**src/rtl/sipo_framer.sv**
```systemverilog
// sipo_framer: serial-in/parallel-out framer with a valid/ready output holding register.
//
// Shifts one serial bit per enabled clock. When a frame completes, the assembled word is moved
// into the holding register, co_o pulses for one cycle and out_valid_o is raised until the
// consumer accepts the word. A completed word that overwrites an unconsumed word sets the
// sticky overflow_o flag, which clears only on reset.
//
// Optional feature (macro SIPO_FRAMER_PARITY_EN): each frame is WIDTH data bits followed by one
// even-parity bit. The parity bit is not stored. parity_err_o reports the check on every
// completion, and the word is delivered even when its parity is bad.
//
// Ports:
//   clk_i          rising-edge clock
//   rst_ni         asynchronous active-low reset
//   en_i           shift enable; si_i is sampled only when en_i=1
//   si_i           serial data input
//   out_o          holding register, last completed word
//   co_o           one-cycle word-complete pulse
//   out_valid_o    holding register contains an unconsumed word
//   out_ready_i    consumer accepts the word when out_valid_o & out_ready_i
//   overflow_o     sticky: a completed word overwrote an unconsumed word
//   parity_err_o   (SIPO_FRAMER_PARITY_EN only) parity check result of the last frame
//   bit_cnt_o      bits received in the current frame
module sipo_framer #(
   parameter int unsigned WIDTH     = 8,
   parameter bit          MSB_FIRST = 1'b1,
   parameter int unsigned CNT_W     = $clog2(WIDTH + 1)
) (
   input  logic             clk_i,
   input  logic             rst_ni,
   input  logic             en_i,
   input  logic             si_i,
   output logic [WIDTH-1:0] out_o,
   output logic             co_o,
   output logic             out_valid_o,
   input  logic             out_ready_i,
   output logic             overflow_o,
`ifdef SIPO_FRAMER_PARITY_EN
   output logic             parity_err_o,
`endif
   output logic [CNT_W-1:0] bit_cnt_o
);

`ifdef SIPO_FRAMER_PARITY_EN
   // The frame ends on the parity bit that follows the last data bit.
   localparam logic [CNT_W-1:0] LastCnt = CNT_W'(WIDTH);
`else
   localparam logic [CNT_W-1:0] LastCnt = CNT_W'(WIDTH - 1);
`endif

   logic [WIDTH-1:0] sreg_q, sreg_d;
   logic [WIDTH-1:0] out_q, out_d;
   logic [CNT_W-1:0] cnt_q, cnt_d;
   logic             co_q, co_d;
   logic             valid_q, valid_d;
   logic             ovf_q, ovf_d;
   logic [WIDTH-1:0] shifted;
   logic [WIDTH-1:0] word;
   logic             last;
`ifdef SIPO_FRAMER_PARITY_EN
   logic             par_q, par_d;
   logic             perr_q, perr_d;
`endif

   always_comb begin
      shifted = MSB_FIRST ? {sreg_q[WIDTH-2:0], si_i} : {si_i, sreg_q[WIDTH-1:1]};
      last    = en_i && (cnt_q == LastCnt);
      sreg_d  = sreg_q;
      cnt_d   = cnt_q;
      out_d   = out_q;
      valid_d = valid_q;
      ovf_d   = ovf_q;
      co_d    = last;
      word    = shifted;
`ifdef SIPO_FRAMER_PARITY_EN
      par_d   = par_q;
      perr_d  = perr_q;
`endif

      if (en_i) begin
         cnt_d = last ? '0 : cnt_q + CNT_W'(1);
`ifdef SIPO_FRAMER_PARITY_EN
         // The parity bit is checked but never shifted into the data word.
         word = sreg_q;
         if (last) begin
            par_d  = 1'b0;
            perr_d = par_q ^ si_i;
         end else begin
            sreg_d = shifted;
            par_d  = par_q ^ si_i;
         end
`else
         sreg_d = shifted;
`endif
      end

      // A consume and a completion on the same edge leave valid set with the new word.
      if (valid_q && out_ready_i) begin
         valid_d = 1'b0;
      end
      if (last) begin
         out_d   = word;
         valid_d = 1'b1;
         if (valid_q && !out_ready_i) begin
            ovf_d = 1'b1;
         end
      end
   end

   always_ff @(posedge clk_i or negedge rst_ni) begin
      if (!rst_ni) begin
         sreg_q  <= '0;
         out_q   <= '0;
         cnt_q   <= '0;
         co_q    <= 1'b0;
         valid_q <= 1'b0;
         ovf_q   <= 1'b0;
`ifdef SIPO_FRAMER_PARITY_EN
         par_q   <= 1'b0;
         perr_q  <= 1'b0;
`endif
      end else begin
         sreg_q  <= sreg_d;
         out_q   <= out_d;
         cnt_q   <= cnt_d;
         co_q    <= co_d;
         valid_q <= valid_d;
         ovf_q   <= ovf_d;
`ifdef SIPO_FRAMER_PARITY_EN
         par_q   <= par_d;
         perr_q  <= perr_d;
`endif
      end
   end

   assign out_o       = out_q;
   assign co_o        = co_q;
   assign out_valid_o = valid_q;
   assign overflow_o  = ovf_q;
   assign bit_cnt_o   = cnt_q;
`ifdef SIPO_FRAMER_PARITY_EN
   assign parity_err_o = perr_q;
`endif

endmodule

```
**config.mk**
```make
export PLATFORM = sky130hd
export DESIGN_NAME = sipo_framer
export DESIGN_NICKNAME = d
export VERILOG_FILES = /design/src/rtl/sipo_framer.sv
export SDC_FILE = /design/constraint.sdc
export NUM_CORES = 1
export LEC_CHECK = 0
export CAP_MARGIN = 25
export CORE_MARGIN = 3
export CORE_UTILIZATION = 38
export CTS_CLUSTER_SIZE = 28
export DETAILED_ROUTE_END_ITERATION = 16
export MAX_ROUTING_LAYER = met4
export PLACE_DENSITY = 0.64
export REMOVE_ABC_BUFFERS = 1
export SLEW_MARGIN = 20
export SYNTH_ARGS = -nofsm -noshare
export SYNTH_HDL_FRONTEND = slang
export SYNTH_SLANG_ARGS = --single-unit
```
**constraint.sdc**
```tcl
create_clock -name clk_i -period 1.7 [get_ports clk_i]
set_clock_uncertainty 0.15 [all_clocks]
set_input_delay 0.34 -clock clk_i [delete_from_list [all_inputs] [get_ports clk_i]]
set_output_delay 0.34 -clock clk_i [all_outputs]
set_load 0.02 [all_outputs]
```
# Yosys cells after proc, flatten, opt, wreduce, memory -nomap -nowiden
# Cells that the tools add are included.
dict set report classes {
  n_mul 0
  n_eq_ne 1
  n_shift 0
  div 0
  add_sub_neg 1
  n_lt_le_gt_ge 0
  n_bitwise 0
  muxes 3
  reduce_logical 6
}
# cell count
set ops {}
lappend ops {{adder 4 x 1 -> 4 bit (second input constant)} 1}
lappend ops {{equality test 4 x 3 -> 1 bit (second input constant)} 1}
lappend ops {{2-to-1 mux 4 bit} 1}
lappend ops {{logical AND 1 bit} 3}
lappend ops {{2-to-1 mux 1 bit} 2}
lappend ops {{AND reduction 2 bit} 1}
lappend ops {{nonzero test 2 bit} 1}
lappend ops {{logical NOT 1 bit} 1}
dict set report totals {
  latch_bits 0
  memories 0
  input_bits 5
  reg_bits 22
  ram_bits 0
  out_inout_bits 15
  romBits 0
  word_cells 17
}

# Logic depth before layout (Yosys ltp)
dict set report depth {
  depth_word 3
  ltp_mapped 5
  mapped_depth_nobuf 4
}

# Worst setup path after synthesis
# OpenSTA, ideal clock, no wires.
dict set report synth_timing {
  kind {register -> register}
  startpoint {register cnt_q[0], in the netlist bit_cnt_o[0]}
  endpoint {register out_q[1], in the netlist out_o[1]}
  setup_slack_ns 0.117
  path_buffers 1
  synth_period_minus_slack_ns 1.583
  required_time_ns 1.425
  setup_ns 0.125
  t_arrival_ns 1.308
  stages_incl_launch_ff 5
  cell_sequence {dfrtp_1 -> ha_1 -> nand4b_2 -> buf_6 -> mux2_4}
}
dict set report synth_via {
  elab_chain_len 2
}
# item line
set synth_lines {}
lappend synth_lines {{from (decl)} 53} ;# logic [CNT_W-1:0] cnt_q, cnt_d;
lappend synth_lines {{from (signal assigned)} 125} ;# cnt_q <= cnt_d;
lappend synth_lines {{equality test 4 x 3 -> 1 bit} 67} ;# last = en_i && (cnt_q == LastCnt);
lappend synth_lines {{logical AND 1 bit} 67}
lappend synth_lines {{to (signal assigned)} 124} ;# out_q <= out_d;
lappend synth_lines {{to (decl)} 52} ;# logic [WIDTH-1:0] out_q, out_d;
# Every way passes these cells.
# A chain may end at the register's enable or synchronous reset.

# Final worst setup path
dict set report layout_timing {
  startpoint {register cnt_q[2], in the netlist bit_cnt_o[2]}
  endpoint {output bit_cnt_o[2]}
}
# item line
set layout_rtl {}
lappend layout_rtl {{to (decl)} 41} ;# output logic [CNT_W-1:0] bit_cnt_o
# No word-level cell between the ends.

==> summary.md <==
| Metric | Value |
|---|---|
| Crit path DAT | about 1.1 ns |
| Mapped Cells | 53 |
| Commonest non-fill, non-tap cell in the layout | dfrtp_1 |
| Max Cap Violations | 0 |
| Clock sink total | 22 |
| Endpoints failing hold | 0 |
| Sequential Area | about 550 um^2 |
| Largest buffer count on any clock path | 2 |
| Die Span X | roughly 54 um |
| Setup Buffers After CTS | 0 |
| Crit path max-delay family | flip-flops |
| Status | complete, no violations |
| Register area share after synthesis | between 60 and 70% |
| Critical Path Fanout Max | 4 |
| RSZ-0062 raised after global routing | false |
| Setup TNS | 0 ns |
| Routability cong. | 0.6967 |
| I/O Buffers | 19 |
| Num ports | 20 |
| Crit. End Element | output port |
| Clk Latency, worst-skew pair | between 0.2 and 0.3 ns |
| Final hold slack | 0.2397 ns |
| Max Freq | 636.1 MHz |
| CTS root buf | clkbuf_4 |
| Final Cycle Share | 92.48% |
| Mapped Avg Cell Area | between 15 and 20 um^2 |
| Worst IR drop on VDD | around 0.85 mV |
| Worst path max stage delay | 0.44 ns |
| Slew @ Worst Pin | between 0.2 and 0.3 ns |
| Setup violators final | 0 |
| Post-DRT Antenna Nets | 0 |
| Num CTS Buffers | 3 |
| Buf+Inv Stages, Crit Path | 1 |
| Share of layout cells above drive strength 1 | 31.58% |
| Final net count | between 80 and 90 |
| Die area | ~2900 um^2 |
| Footprint of the multi-input gates | 297.8 um^2 |
| Cell at the slowest stage of the critical path | dfrtp_1 |
| Vias in the first global route | 517 |
| Initial DRC count | 4 |
| Crit-path cells | dlygate4sd2_1 |
| Die height | about 54 um |
| N_diodes | 0 |
| Cell Area, Synth | a little under 900 um^2 |
| H-tree levels | 1 |
| Rows | 16 |
| Power Dens Cells | roughly 1700 nW/um^2 |
| Area Growth Syn to Fin | 28.39% |
| CTS tree | built |
| Register bit total from synthesis | 22 |
| Total routed wirelength | roughly 1300 um |
| GRT Resource Usage Total | 11.04% |
| Hold Crit Class | input pin to asynchronous set/reset pin |
| Antenna violations before repair | 0 |
| Kind of critical path | flop to output port |
| Core Area | between 2000 and 2500 um^2 |
| Fin. max-slew vios | 0 |
| Number of remaining DRC errors | 0 |
| Clock-pin slew on the worst setup and hold paths | ~0.10 ns |
| TritonRoute pass-1 iters | 3 |
| Post-DR vias/cell | between 4 and 5 |
| Initial Utilization | a little over two fifths |
| Most frequent cells in the layout | 22 x dfrtp_1, 15 x dlygate4sd2_1, 10 x mux2_2 |
| Global-route wire length before repair | about 2200 um |
| Min Tclk post-route | about 1.6 ns |
| Max-slew headroom | a little over 80% |
| Largest net degree at the start of global routing | 23 |
| DR vias | 480 |
| Avg WL per Cell | about 12 um |
| Total grt overflow | 0 |
| Crit start category | flop |
| Required time worst endpoint | 1.21 ns |
| Synth cell types | 14 |
| FILL cells | ~190 |
| Static Leak | roughly 0.00057 uW |
| YS warnings | 0 |
==> through the flow <==
step	utilization (%)	power [uW]	cells	instance area [um^2]	setup slack, ns
final	54.07	1866	103	1115	0.1278
after global routing	54.07	2003	103	1115	0.04852
after CTS	54.07	1903	103	1115	0.1043
after detailed placement	53.88	1804	100	1111	-0.01902
after global placement	53.88	1789	100	1111	0.001803
after floorplan	-	1376	51	852.1	-0.01093
==> cell type report <==
type | count | share of cell area (%)
Timing Repair Buffer | 22 | 18.52
Tap cell | 27 | 3.030
Inverter | 1 | 0.3367
Sequential cell | 22 | 49.38
Clock buffer | 3 | 2.020
Multi-Input combinational cell | 28 | 26.71
==> routing by layer <==
layer  GRT usage (%)  vias up  part of all wire [%]
met5               -        -                     0
met4           6.383        0                  0.95
met3           3.047        2                   5.5
met2           14.92       15                    45
met1           14.69      233                    49
li1                -      230                     -
==> sequential cells by signal, indices dropped and copies added, names as in the netlist <==
| name | count |
|---|---|
| out_valid_o | 1 |
| co_o | 1 |
| out_o | 8 |
| bit_cnt_o | 4 |
| sreg_q | 7 |
| overflow_o | 1 |
==> worst paths after layout <==
kind                                                from                      to  slack, ns  depth (start not counted)
worst min-delay path                              rst_ni    out_o[7]$_DFFE_PN0P_       0.24                          2
min in group clk_i                overflow_o$_DFFE_PN0P_  overflow_o$_DFFE_PN0P_       0.34                          1
worst min register to register    overflow_o$_DFFE_PN0P_  overflow_o$_DFFE_PN0P_       0.34                          1
max in group asynchronous                         rst_ni   sreg_q[2]$_DFFE_PN0P_       0.95                          2
worst max register to register  bit_cnt_o[0]$_DFFE_PN0P_    out_o[0]$_DFFE_PN0P_       0.17                          4
worst max-delay path            bit_cnt_o[2]$_DFFE_PN0P_            bit_cnt_o[2]       0.13                          1
==> timing repair <==
action | in CTS | in global routing
hold endpoints to repair | 0 | 0
resized for setup | 15 | 0
setup endpoints to repair | 15 | 0
hold buffers | 0 | 0
==> where the power goes <==
| group | total, uW | internal [uW] | leakage (uW) | switching, uW |
|---|---|---|---|---|
| clock network | 214 | 82.3 | 0.0000138 | 131 |
| logic | 792 | 418 | 0.000288 | 375 |
| registers | 860 | 727 | 0.000269 | 133 |
| total | 1870 | 1230 | 0.000571 | 639 |
==> kinds of logic after synthesis <==
| group | after synthesis | share of synthesized area, % |
|---|---|---|
| xor gates and xnor gates | 2 | 2.018 |
| buffers and inverters | 3 | 2.304 |
| muxes | 17 | 25.07 |
| and+or+nand+nor | 7 | 4.900 |
| AOI/OAI and AO/OA | 1 | 0.8649 |
| DFF | 22 | 63.40 |
| adders and majority gates | 1 | 1.441 |
==> cells in the mapped netlist, drive strengths merged <==
master | number | area, um^2
buf | 2 | 16.26
dfrtp | 22 | 550.5
ha | 1 | 12.51
inv | 1 | 3.750
mux2 | 17 | 217.7
nand2 | 2 | 7.510
nand2b | 1 | 6.260
nand4 | 1 | 6.260
nand4b | 1 | 15.01
nor2 | 2 | 7.510
o21bai | 1 | 7.510
xnor2 | 2 | 17.52
Note: power is estimated with default switching activity, not from simulation.
